### config.mk
export PLATFORM = sky130hd
export DESIGN_NAME = dht11_ctrl
export DESIGN_NICKNAME = d
export VERILOG_FILES = /design/src/rtl/dht11_ctrl.sv
export SDC_FILE = /design/constraint.sdc
export NUM_CORES = 1
export LEC_CHECK = 0
export ABC_AREA = 0
export CORE_ASPECT_RATIO = 0.8
export CORE_MARGIN = 5
export CORE_UTILIZATION = 56
export CTS_CLUSTER_DIAMETER = 150
export CTS_CLUSTER_SIZE = 30
export DETAILED_ROUTE_END_ITERATION = 16
export PLACE_DENSITY = 0.83
export SYNTH_ARGS = -nofsm -noshare
export SYNTH_HDL_FRONTEND = slang
export SYNTH_SLANG_ARGS = --single-unit
export TNS_END_PERCENT = 5
### constraint.sdc
create_clock -name clk_in -period 7.6 [get_ports clk_in]
set_clock_uncertainty 0.05 [all_clocks]
set_input_delay 1.52 -clock clk_in [delete_from_list [all_inputs] [get_ports clk_in]]
set_output_delay 1.52 -clock clk_in [all_outputs]
set_load 0.01 [all_outputs]
### src/rtl/dht11_ctrl.sv
// DHT11 single-wire transaction controller, paced by a 1 us tick.
// Optional post-transaction cool-down is enabled by defining DHT11_MIN_INTERVAL_EN.
module dht11_ctrl #(
  parameter int unsigned START_LOW_US    = 18000,
  parameter int unsigned TIMEOUT_US      = 100,
  parameter int unsigned BIT_THRESH_US   = 40,
  parameter int unsigned MIN_INTERVAL_US = 1000000
) (
  input  logic       clk_in,
  input  logic       rst_n,
  input  logic       tick_1us,
  input  logic       start,
  input  logic       dht_in,
  output logic       dht_oe,
  output logic [7:0] hum_int,
  output logic [7:0] hum_dec,
  output logic [7:0] tmp_int,
  output logic [7:0] tmp_dec,
  output logic       valid,
  output logic       busy,
  output logic       err,
  output logic [1:0] err_code
);

  typedef enum logic [3:0] {
    IDLE,
    START_LOW,
    WAIT_RESP,
    RESP_LOW,
    RESP_HIGH,
    BIT_LOW,
    BIT_HIGH,
    CHECK,
    ERROR
`ifdef DHT11_MIN_INTERVAL_EN
    , COOLDOWN
`endif
  } state_t;

  localparam logic [14:0] START_LAST = 15'(START_LOW_US - 1);
  localparam logic [14:0] TIMEOUT    = 15'(TIMEOUT_US);
  localparam logic [14:0] THRESH     = 15'(BIT_THRESH_US);

`ifdef DHT11_MIN_INTERVAL_EN
  localparam state_t DONE = COOLDOWN;
  localparam int unsigned CW = (MIN_INTERVAL_US > 1) ? $clog2(MIN_INTERVAL_US) : 1;
  localparam logic [CW-1:0] COOL_LAST = CW'(MIN_INTERVAL_US - 1);
  logic [CW-1:0] cool_cnt;
  logic          pending;
`else
  localparam state_t DONE = IDLE;
  logic unused_min_interval;
  assign unused_min_interval = ^MIN_INTERVAL_US;
`endif

  state_t      state, state_next;
  logic        sync1, sync2, line_q;
  logic        rise, fall;
  logic [14:0] us_cnt;
  logic [5:0]  bit_cnt;
  logic [39:0] shreg;
  logic [1:0]  fail_code, fail_code_next;
  logic        shift_en, accept, timeout;
  logic [7:0]  sum;
  logic        sum_ok;

  assign rise    = sync2 & ~line_q;
  assign fall    = ~sync2 & line_q;
  assign timeout = (us_cnt >= TIMEOUT);
  assign sum     = shreg[39:32] + shreg[31:24] + shreg[23:16] + shreg[15:8];
  assign sum_ok  = (sum == shreg[7:0]);
  assign dht_oe  = (state == START_LOW);
  assign busy    = (state != IDLE);

  // Edge checks precede timeout checks so a simultaneous edge wins.
  always_comb begin
    state_next     = state;
    fail_code_next = fail_code;
    shift_en       = 1'b0;
    accept         = 1'b0;
    case (state)
      IDLE: begin
`ifdef DHT11_MIN_INTERVAL_EN
        if (start || pending) begin
`else
        if (start) begin
`endif
          accept     = 1'b1;
          state_next = START_LOW;
        end
      end
      START_LOW: if (tick_1us && us_cnt == START_LAST) state_next = WAIT_RESP;
      WAIT_RESP: begin
        if (fall) state_next = RESP_LOW;
        else if (timeout) begin state_next = ERROR; fail_code_next = 2'b01; end
      end
      RESP_LOW: begin
        if (rise) state_next = RESP_HIGH;
        else if (timeout) begin state_next = ERROR; fail_code_next = 2'b01; end
      end
      RESP_HIGH: begin
        if (fall) state_next = BIT_LOW;
        else if (timeout) begin state_next = ERROR; fail_code_next = 2'b01; end
      end
      BIT_LOW: begin
        if (rise) state_next = BIT_HIGH;
        else if (timeout) begin state_next = ERROR; fail_code_next = 2'b10; end
      end
      BIT_HIGH: begin
        if (fall) begin
          shift_en   = 1'b1;
          state_next = (bit_cnt == 6'd39) ? CHECK : BIT_LOW;
        end else if (timeout) begin
          state_next     = ERROR;
          fail_code_next = 2'b10;
        end
      end
      CHECK: begin
        if (sum_ok) state_next = DONE;
        else begin state_next = ERROR; fail_code_next = 2'b11; end
      end
      ERROR: state_next = DONE;
`ifdef DHT11_MIN_INTERVAL_EN
      COOLDOWN: if (tick_1us && cool_cnt == COOL_LAST) state_next = IDLE;
`endif
      default: state_next = IDLE;
    endcase
  end

  always_ff @(posedge clk_in or negedge rst_n) begin
    if (!rst_n) begin
      state     <= IDLE;
      fail_code <= '0;
      sync1     <= 1'b1;
      sync2     <= 1'b1;
      line_q    <= 1'b1;
      us_cnt    <= '0;
      bit_cnt   <= '0;
      shreg     <= '0;
      hum_int   <= '0;
      hum_dec   <= '0;
      tmp_int   <= '0;
      tmp_dec   <= '0;
      valid     <= 1'b0;
      err       <= 1'b0;
      err_code  <= '0;
    end else begin
      state     <= state_next;
      fail_code <= fail_code_next;
      sync1     <= dht_in;
      sync2     <= sync1;
      line_q    <= sync2;

      if (state_next != state) us_cnt <= '0;
      else if (tick_1us && us_cnt != '1) us_cnt <= us_cnt + 15'd1;

      if (state == RESP_HIGH) bit_cnt <= '0;
      else if (shift_en) bit_cnt <= bit_cnt + 6'd1;

      if (shift_en) shreg <= {shreg[38:0], (us_cnt > THRESH)};

      valid <= (state == CHECK) && sum_ok;
      if (state == CHECK && sum_ok) begin
        hum_int <= shreg[39:32];
        hum_dec <= shreg[31:24];
        tmp_int <= shreg[23:16];
        tmp_dec <= shreg[15:8];
      end

      if (accept) begin
        err      <= 1'b0;
        err_code <= '0;
      end else if (state == ERROR) begin
        err      <= 1'b1;
        err_code <= fail_code;
      end
    end
  end

`ifdef DHT11_MIN_INTERVAL_EN
  always_ff @(posedge clk_in or negedge rst_n) begin
    if (!rst_n) begin
      cool_cnt <= '0;
      pending  <= 1'b0;
    end else begin
      if (state != COOLDOWN) cool_cnt <= '0;
      else if (tick_1us) cool_cnt <= cool_cnt + 1'b1;

      if (accept) pending <= 1'b0;
      else if (state == COOLDOWN && start) pending <= 1'b1;
    end
  end
`endif

endmodule
==> results of run 1 <==
-- how the worst min path moves through the flow --
stage / end / slack [ps] / depth (start not counted)
after floorplan: sync2 / 300 / 0
after global placement: sync2 / 300 / 0
after detailed placement: sync2 / 300 / 0
after CTS: sync2 / 300 / 0
after global routing: sync2 / 310 / 0
final: sync2 / 300 / 0
-- power breakdown --
group | internal (µW) | switching (µW)
Combinational | 66.1 | 109
Sequential | 582 | 35.5
Clock | 236 | 230
Total | 884 | 374
-- synth_stat cells, types with 10 or more instances --
cell type	n	area (µm²)
a21oi_1	13	65.1
clkbuf_1	15	56.3
dfrtp_1	103	2580
fa_1	14	280
ha_1	10	125
inv_1	16	60.1
mux2_2	33	372
nand2_1	119	447
nor2_1	28	105
o21ai_0	21	105
xnor2_1	13	114
xor2_1	18	158
-- routing by layer --
layer	vias up	global-route usage [%]	wire length, µm
li1	1725	-	-
met1	1775	27.1	4540
met2	89	30.7	5040
met3	11	3.65	416
met4	0	5.92	114
met5	-	0	0
-- cell usage in the layout (no fill, tap or decap), types with 2 or more instances in the layout --
cell type	synthesis	layout
o21bai_1	2	2
a21oi_1	13	13
nor4_1	4	4
nand3_1	7	7
a32o_1	2	2
or3_1	3	3
nand2b_1	5	5
xnor2_1	13	13
a21o_1	2	2
ha_1	10	10
a31oi_1	4	4
nor2b_1	3	3
fa_1	14	14
nand4_1	8	8
o2111ai_1	2	2
buf_4	0	5
nor3_1	8	7
or3_2	2	2
mux2_2	33	33
a211oi_1	2	2
clkdlybuf4s50_1	0	41
inv_1	16	16
xor2_1	18	18
mux2i_1	2	2
inv_8	0	2
o21ai_0	21	21
nor2_1	28	28
nor4bb_1	2	2
nand2_1	119	119
dfrtp_1	103	103
dfstp_2	3	3
clkbuf_16	0	9
-- kinds of logic after synthesis --
logic type	count (synthesis)
AND/OR/NAND/NOR	195
buffers and inverters	38
multiplexers	35
adder cells (fa/ha/maj)	24
flip-flops	106
XOR/XNOR	31
AO/OA/AOI/OAI	60
-- worst max-delay path: cells and delay by family, from the launching register on --
family | cells | cell delay (ps)
and+or+nand+nor | 1 | 640
xor gates and xnor gates | 1 | 170
adders and majority gates | 4 | 1730
buffers and inverters | 3 | 530
muxes | 1 | 380
AOI/OAI and AO/OA | 2 | 690
DFF | 1 | 440
-- cell type report --
class / instances / area [µm²]
fill: 663 / 3040
multi-input combinational: 345 / 2350
timing repair buffer: 46 / 448
sequential: 106 / 2660
clock inverter: 7 / 80.1
inverter: 16 / 60.1
clock buffer: 9 / 225
tap: 115 / 144
-- stage by stage --
| stage | hold slack (ps) | util, % | setup WS (ps) |
|---|---|---|---|
| after floorplan | 295 | - | 3540 |
| after global placement | 296 | 62.9 | 3020 |
| after detailed placement | 298 | 62.9 | 2890 |
| after CTS | 303 | 66.3 | 2810 |
| after global routing | 313 | 66.3 | 2650 |
| final | 302 | 66.3 | 2840 |
-- registers in the layout, summed over array words and instances, names as in the netlist --
register and count:
state 4, valid 1, line_q 1, sync2 1
hum_dec 8, fail_code 2, hum_int 8, tmp_dec 8
err 1, shreg 40, sync1 1, err_code 2
tmp_int 8, us_cnt 15, bit_cnt 6
==> metrics.yaml, run 1 <==
placed_design:
  port_buffers: 42
  place_hpwl_um: 7050
  place.gp.congestion: 0.855
  dp_cells: 628
  placed_cell_area_mm2: 0.00566
clocking:
  cts.sinks: 106
  cts_resized: 0
  numCtsBuffers: 9
  htree_levels: 3
  cts_root_buf: "clkbuf_16"
  insertion_delay_ps: 350
  cts_tree: "done"
  postCtsSetupBuffers: 0
  clk_path_buf_depth: 2
  clk_pin_slew_ps: 80
  cts-hold-fix-buffers: 0
timing:
  maxSlewViolCount: 0
  finalSetupTns_ps: 0
  fin_crit_ps: 4760
  setup_viol: 0
  hold_viol: 0
  max_freq_mhz: 210
  rsz0062_at_grt: "no"
  worst_pin_slew_ps: 1030
  fin_crit_sh_pct: 62.6
  relSlewSlack_pct: 31.2
route:
  drtPass1Iterations: 4
  vias: 3600
  ant_nets: 0
  drc: 0
  drt_iter0_markers: 286
  routed_wirelength_um: 10100
  avgRoutedWirePerCell_um: 15.7
  routed_via_density: 5.59
synth:
  avgSynthCellArea_um2: 10.5
  synth_top_family_by_area: "simple AND/OR/NAND/NOR gates"
  yosys_warnings: 0
  synth.distinct_cells: 50
  synth_compound_area_share_pct: 7.58
  synthXorXnorAreaFrac_pct: 5.27
  synth_edf_count: 0
  ys_ff_latch: 106
  synth_simple_gate_area_share_pct: 17.0
  ys.flop_type: "dfrtp_1"
  synth_nets: 518
  synthMuxAreaShare_pct: 7.61
  synthCells: 489
  async_flop_share_pct: 100
  syn_area_mm2: 0.00515
  yosysSeqAreaShare_pct: 51.6
  synthAdderAreaFrac_pct: 7.88
global_routing:
  antenna_found_initial: 0
  grt_max_degree: 84
  grt_pass1_vias: 3537
  grt_overflow: 0
  grt_pass1_wl_um: 17100
  grt_usage_pct: 19.3
setup_path:
  start_kind: "register"
  reg2reg_to: "tmp_int[4]"
  critPathArrivalTime_ps: 4940
  cp-end-kind: "register"
  ff2ff_setup_slack_ps: 2840
  r2r_cells: 12
  crit_end: "tmp_int[4]"
  worstPathMaxFanout: 24
  cp_slowest_cell: "nor4b_4"
  critPathRequiredTime_ps: 7780
  critPathMaxStageDelay_ps: 640
  critPathLaunch: "shreg[9]"
  crit_top_cell: "fa_1"
  critical_path.cell_chain: "fa_1, inv_1, fa_1, inv_1, ha_1, fa_1, xor2_1, a2111oi_0, o2111ai_1, nor4b_4, buf_4, mux2_2"
  reg2reg_from: "shreg[9]"
  setup.worst_path.class: "reg -> reg"
die:
  start_util_pct: 57.2
  io_pins: 43
  die_h_um: 95.8
  rows: 31
  fp.dieArea_mm2: 0.0112
  coreArea_mm2: 0.00900
  die_w_um: 117
outcome:
  status: "completed"
finish:
  final_cell_count_no_fill: 644
  final_area_mm2: 0.00596
  area_growth_pct: 15.8
  antenna_cells: 0
  final_nets: 553
  drive_above_1_share_pct: 12.3
flow_run:
  drv_cap: 0
pwr:
  p_leak_uw: 0.00292
  power_uw: 1260
  powerDensity_mw_per_mm2: 211
  ir_drop_mv: 0.141
worst_hold_path:
  min_path_type: "reg -> reg"
  hold_path.startpoint: "sync1"
Power figures use the tool's default switching activity.
==> inputs of run 2 (changes only) <==
- clock period: 7.6 -> 4.4 ns (I/O delays scaled with it)
==> metrics.yaml, run 2 (same netlist as run 1, synthesis figures left out) <==
timing:
  setup_ws_ps: 116  # -2730 ps
  fin_crit_sh_pct: 97.4  # +35 points
  max_freq_mhz: 233  # +11%
  fin_crit_ps: 4280  # -473 ps
  setup_viol: 0  # unchanged
  worst_pin_slew_ps: 747  # -285 ps
  relSlewSlack_pct: 49.8  # +19 points
  hold_viol: 0  # unchanged
  maxSlewViolCount: 0  # unchanged
route:
  drtPass1Iterations: 5  # +1
  avgRoutedWirePerCell_um: 16.3  # +3.7%
  vias: 3652  # +1.4%
  ant_nets: 0  # unchanged
  drt_iter0_markers: 271  # -5.2%
  drc: 0  # unchanged
  routed_via_density: 5.65  # +1.1%
  routed_wirelength_um: 10500  # +4.0%
clocking:
  cts_tree: "done"
  clk_path_buf_depth: 2  # unchanged
  cts.sinks: 106  # unchanged
  clk_pin_slew_ps: 70  # about the same
  postCtsSetupBuffers: 0  # unchanged
  cts_root_buf: "clkbuf_16"
  numCtsBuffers: 9  # unchanged
  insertion_delay_ps: 340  # about the same
  htree_levels: 3  # unchanged
finish:
  drive_above_1_share_pct: 12.6  # +0.33 points
  area_growth_pct: 16.0
  reg_top3: "shreg (40), us_cnt (15)"
  final_cell_mix: "nand2_1, dfrtp_1, clkdlybuf4s50_1"
  largest_reg_flops: 40  # unchanged
  multi_input_area_mm2: 0.00235  # +0.27%
  fill_cells: 664  # +0.15%
  final_nets: 555  # +0.36%
  sequential_cell_area_mm2: 0.00266  # unchanged
  antenna_cells: 0  # unchanged
  top_register: "shreg"
  final_common_cell: "nand2_1"
setup_path:
  path_buf_inv: 3  # unchanged
  crit_top_cell: "fa_1"
  r2r_cells: 12  # unchanged
  cp_slowest_cell: "fa_1"
  critPathArrivalTime_ps: 4460  # -480 ps
  critPathMaxStageDelay_ps: 550  # -90 ps
  critPathRequiredTime_ps: 4570  # -3210 ps
  critical_path.cell_chain: "fa_1, inv_1, fa_1, inv_1, ha_1, fa_1, xor2_1, a2111oi_2, o2111ai_1, nor4b_4, buf_4, mux2_2"
  reg2reg_to: "hum_int[7]"
  crit_family: "adder cells"
  worstPathMaxFanout: 9  # -63%
  cp-end-kind: "register"
  reg2reg_from: "shreg[9]"
  setup.worst_path.class: "reg -> reg"
  ff2ff_setup_slack_ps: 120  # -2730 ps
  start_kind: "register"
die:
  die_h_um: 95.8  # unchanged
  io_pins: 43  # unchanged
  die_w_um: 117  # unchanged
  rows: 31  # unchanged
  fp.dieArea_mm2: 0.0112  # unchanged
  coreArea_mm2: 0.00900  # unchanged
  start_util_pct: 57.2  # unchanged
global_routing:
  grtUsageMet3_pct: 3.52  # -0.13 points
  grt_use_met1_pct: 28.4  # +1.4 points
  antenna_found_initial: 0  # unchanged
  top_usage_layer: "met2"
  grt_util_met2_pct: 32.7  # +2.0 points
  grt_usage_pct: 20.2  # +0.88 points
  grt_pass1_vias: 3683  # +4.1%
  grt_max_degree: 48  # -43%
  grt_overflow: 0  # unchanged
  grt_pass1_wl_um: 18000  # +5.6%
placed_design:
  place_ws_ps: 206  # -2690 ps
  port_buffers: 42  # unchanged
  place.gp.congestion: 0.851  # -0.50%
  place_hpwl_um: 7080  # +0.34%
outcome:
  status: "completed"
worst_hold_path:
  whs_path_depth: 0  # unchanged
  min_path_type: "reg -> reg"
  hold_path.startpoint: "sync1"
  holdPathEnd: "sync2"
pwr:
  powerDensity_mw_per_mm2: 356  # +69%
  power_uw: 2130  # +69%
  p_leak_uw: 0.00292  # about the same
  ir_drop_mv: 0.243  # +72%
flow_run:
  drv_cap: 0  # unchanged
[run 2: changes by cell type in the layout (fill, tap and decap cells not counted), sizes merged]
cell,delta
buf,+2
clkinvlp,+1
inv,-3
clkbuf,+2
[run 2: worst reg2reg max path, cell delays in order (launching register included)]
cell and delay, ps:
dfrtp_1 430, fa_1 550, inv_1 60, fa_1 510, inv_1 40, ha_1 230
fa_1 460, xor2_1 200, a2111oi_2 390, o2111ai_1 280, nor4b_4 370, buf_4 250
mux2_2 350
[run 2: layer usage]
| metal | routed length, µm | share of wire [%] |
|---|---|---|
| met1 | 4730 | 45 |
| met2 | 5210 | 50 |
| met3 | 384 | 3.7 |
| met4 | 198 | 1.9 |
| met5 | 0 | 0 |
[run 2: metrics by stage]
stage	util [%]	setup TNS, ps	instances	hold slack, ps	area (µm²)
global placement	63.2	0	630	295	5680
CTS	66.3	0	646	310	5970
finish	66.4	0	646	308	5970
detailed placement	63.2	0	630	298	5680
floorplan	-	0	489	295	5150
global route	66.4	-521	646	317	5970
[run 2: worst max path at each step]
stage              from    endpoint  slack (ps)  depth (start not counted)
3_3_place_gp   shreg[9]  hum_dec[6]         280                         12
2_1_floorplan  shreg[9]  hum_dec[0]         340                         12
5_1_grt        shreg[9]  hum_int[6]         -30                         12
3_5_place_dp   shreg[9]  hum_dec[7]         210                         12
4_1_cts        shreg[9]  hum_int[7]          20                         12
6_report       shreg[9]  hum_int[7]         120                         12
[run 2: timing repair]
action	in CTS	in global routing
resized for setup	1	1
hold buffers	0	0
endpoints found under the setup margin	32	32
[run 2: area by class of cell]
| cell class | count | share of cell area, % |
|---|---|---|
| flip-flops and latches | 106 | 44.5 |
| well taps | 115 | 2.41 |
| repair buffers | 48 | 7.96 |
| multi-input cells | 345 | 39.4 |
| clock buffers | 11 | 4.07 |
| clock inverters | 5 | 0.629 |
| inverters | 16 | 1.01 |
[run 2: power by group]
part | internal [µW] | leakage, µW | switching (µW) | total (µW)
Clock | 402 | 0.000132 | 351 | 753
Combinational | 117 | 0.00132 | 190 | 308
Sequential | 1010 | 0.00146 | 61.2 | 1070
Total | 1520 | 0.00292 | 602 | 2130
==> inputs of run 3 (changes only) <==
- CORE_UTILIZATION: 56 -> 55
- PLACE_DENSITY: 0.83 -> 0.82
==> metrics.yaml, run 3 (same netlist as run 1, synthesis figures left out) <==
outcome:
  status: "completed"
global_routing:
  grt_overflow: 0  # unchanged
  grt_usage_pct: 19.1  # -1.1 points
  grt_max_degree: 51  # +6.3%
  antenna_found_initial: 0  # unchanged
  grt_pass1_vias: 3647  # -0.98%
  grt_pass1_wl_um: 17700  # -1.6%
clocking:
  clk_pin_slew_ps: 70  # about the same
  cts.sinks: 106  # unchanged
  numCtsBuffers: 9  # unchanged
  cts-hold-fix-buffers: 0  # unchanged
  cts_tree: "done"
  cts_root_buf: "clkbuf_16"
  htree_levels: 3  # unchanged
  clk_path_buf_depth: 2  # unchanged
  insertion_delay_ps: 350  # about the same
placed_design:
  placed_cell_area_mm2: 0.00568  # unchanged
  port_buffers: 42  # unchanged
  place.gp.congestion: 0.850  # about the same
  dp_cells: 630  # unchanged
  place_hpwl_um: 6880  # -2.8%
die:
  fp.dieArea_mm2: 0.0114  # +1.6%
  io_pins: 43  # unchanged
  die_w_um: 118  # +0.83%
  die_h_um: 96.5  # +0.81%
  rows: 31  # unchanged
  start_util_pct: 56.5  # -0.73 points
  coreArea_mm2: 0.00911  # +1.3%
setup_path:
  critPathRequiredTime_ps: 4580  # about the same
  start_kind: "register"
  setup.worst_path.class: "reg -> reg"
  critPathArrivalTime_ps: 4400  # -60 ps
  cp-end-kind: "register"
  worstPathMaxFanout: 24  # +15
finish:
  reg_top3: "shreg (40), us_cnt (15)"
  final_cell_mix: "nand2_1, dfrtp_1, clkdlybuf4s50_1"
  antenna_cells: 0  # unchanged
  largest_reg_flops: 40  # unchanged
  final_nets: 557  # +0.36%
  final_cell_count_no_fill: 648  # +0.31%
  top_register: "shreg"
  drive_above_1_share_pct: 13.3  # +0.70 points
  final_area_mm2: 0.00600  # +0.44%
  fill_cells: 682  # +2.7%
  area_growth_pct: 16.5
  final_common_cell: "nand2_1"
timing:
  max_freq_mhz: 237  # +1.6%
  worst_pin_slew_ps: 731  # -15.3 ps
  rsz0062_at_grt: "no"
  fin_crit_ps: 4210  # -68.8 ps
  hold_viol: 0  # unchanged
  relSlewSlack_pct: 50.8  # +1.0 points
  maxSlewViolCount: 0  # unchanged
  finalSetupTns_ps: 0  # unchanged
  fin_crit_sh_pct: 95.8  # -1.6 points
  hold_ws_ps: 306  # -2.36 ps
  setup_viol: 0  # unchanged
flow_run:
  drv_cap: 0  # unchanged
route:
  drt_iter0_markers: 225  # -17%
  ant_nets: 0  # unchanged
  drc: 0  # unchanged
  routed_via_density: 5.59  # -1.0%
  drtPass1Iterations: 5  # unchanged
  avgRoutedWirePerCell_um: 15.6  # -4.4%
  routed_wirelength_um: 10100  # -4.1%
  vias: 3625  # -0.74%
pwr:
  p_leak_uw: 0.00294  # +0.84%
  power_uw: 2140  # +0.61%
  ir_drop_mv: 0.202  # -17%
  powerDensity_mw_per_mm2: 357  # +0.17%
worst_hold_path:
  min_path_type: "reg -> reg"
-- run 3: timing repair --
| action | 4_1_cts | 5_1_grt |
|---|---|---|
| resized for setup | 0 | 3 |
| setup buffers | 0 | 2 |
| setup endpoints to repair | 0 | 32 |
| hold endpoints to repair | 0 | 0 |
-- run 3: final cells by class --
cell class | count | area [µm²] | share of cell area [%]
clock buffer | 9 | 225 | 3.76
clock inverter | 7 | 60.1 | 1.00
inverter | 16 | 60.1 | 1.00
multi-input combinational | 345 | 2360 | 39.4
sequential | 106 | 2660 | 44.3
tap | 115 | 144 | 2.40
timing repair buffer | 50 | 490 | 8.18
-- run 3: worst paths after layout --
kind | from | to | slack (ps) | depth (start not counted)
worst max-delay path | shreg[9] | hum_int[0] | 190 | 13
min in group asynchronous | rst_n | us_cnt[0] | 380 | 1
worst min-delay path | sync1 | sync2 | 310 | 0
max in group asynchronous | rst_n | hum_dec[3] | 2980 | 2
worst max register to register | shreg[9] | hum_int[0] | 190 | 13
worst min register to register | sync1 | sync2 | 310 | 0
-- run 3: critical path, stage by stage, from the launching register on --
cell,delay (ps)
dfrtp_1,430
fa_1,560
inv_1,60
fa_1,490
inv_1,50
ha_1,230
fa_1,470
xor2_1,200
a2111oi_2,330
o2111ai_2,230
nor4b_4,290
buf_4,180
buf_12,180
mux2_2,360
-- run 3: routing by layer --
layer	vias to the layer above	wire length (µm)	global-route usage, %
met5	-	0	0
met4	0	209	7.35
met3	20	574	3.61
met2	119	4870	31.2
met1	1753	4430	25.8
li1	1733	-	-
-- run 3: metrics by stage --
step	setup slack, ps	util (%)
finish	185	65.8
global route	27.5	65.8
CTS	96.6	65.5
detailed placement	208	62.4
global placement	282	62.4
floorplan	341	-
-- run 3: where the power goes --
part           internal, µW  leakage [µW]  switching [µW]
clock network           394      0.000142             370
logic                   122       0.00134             188
registers              1010       0.00146            61.1
total                  1520       0.00294             619
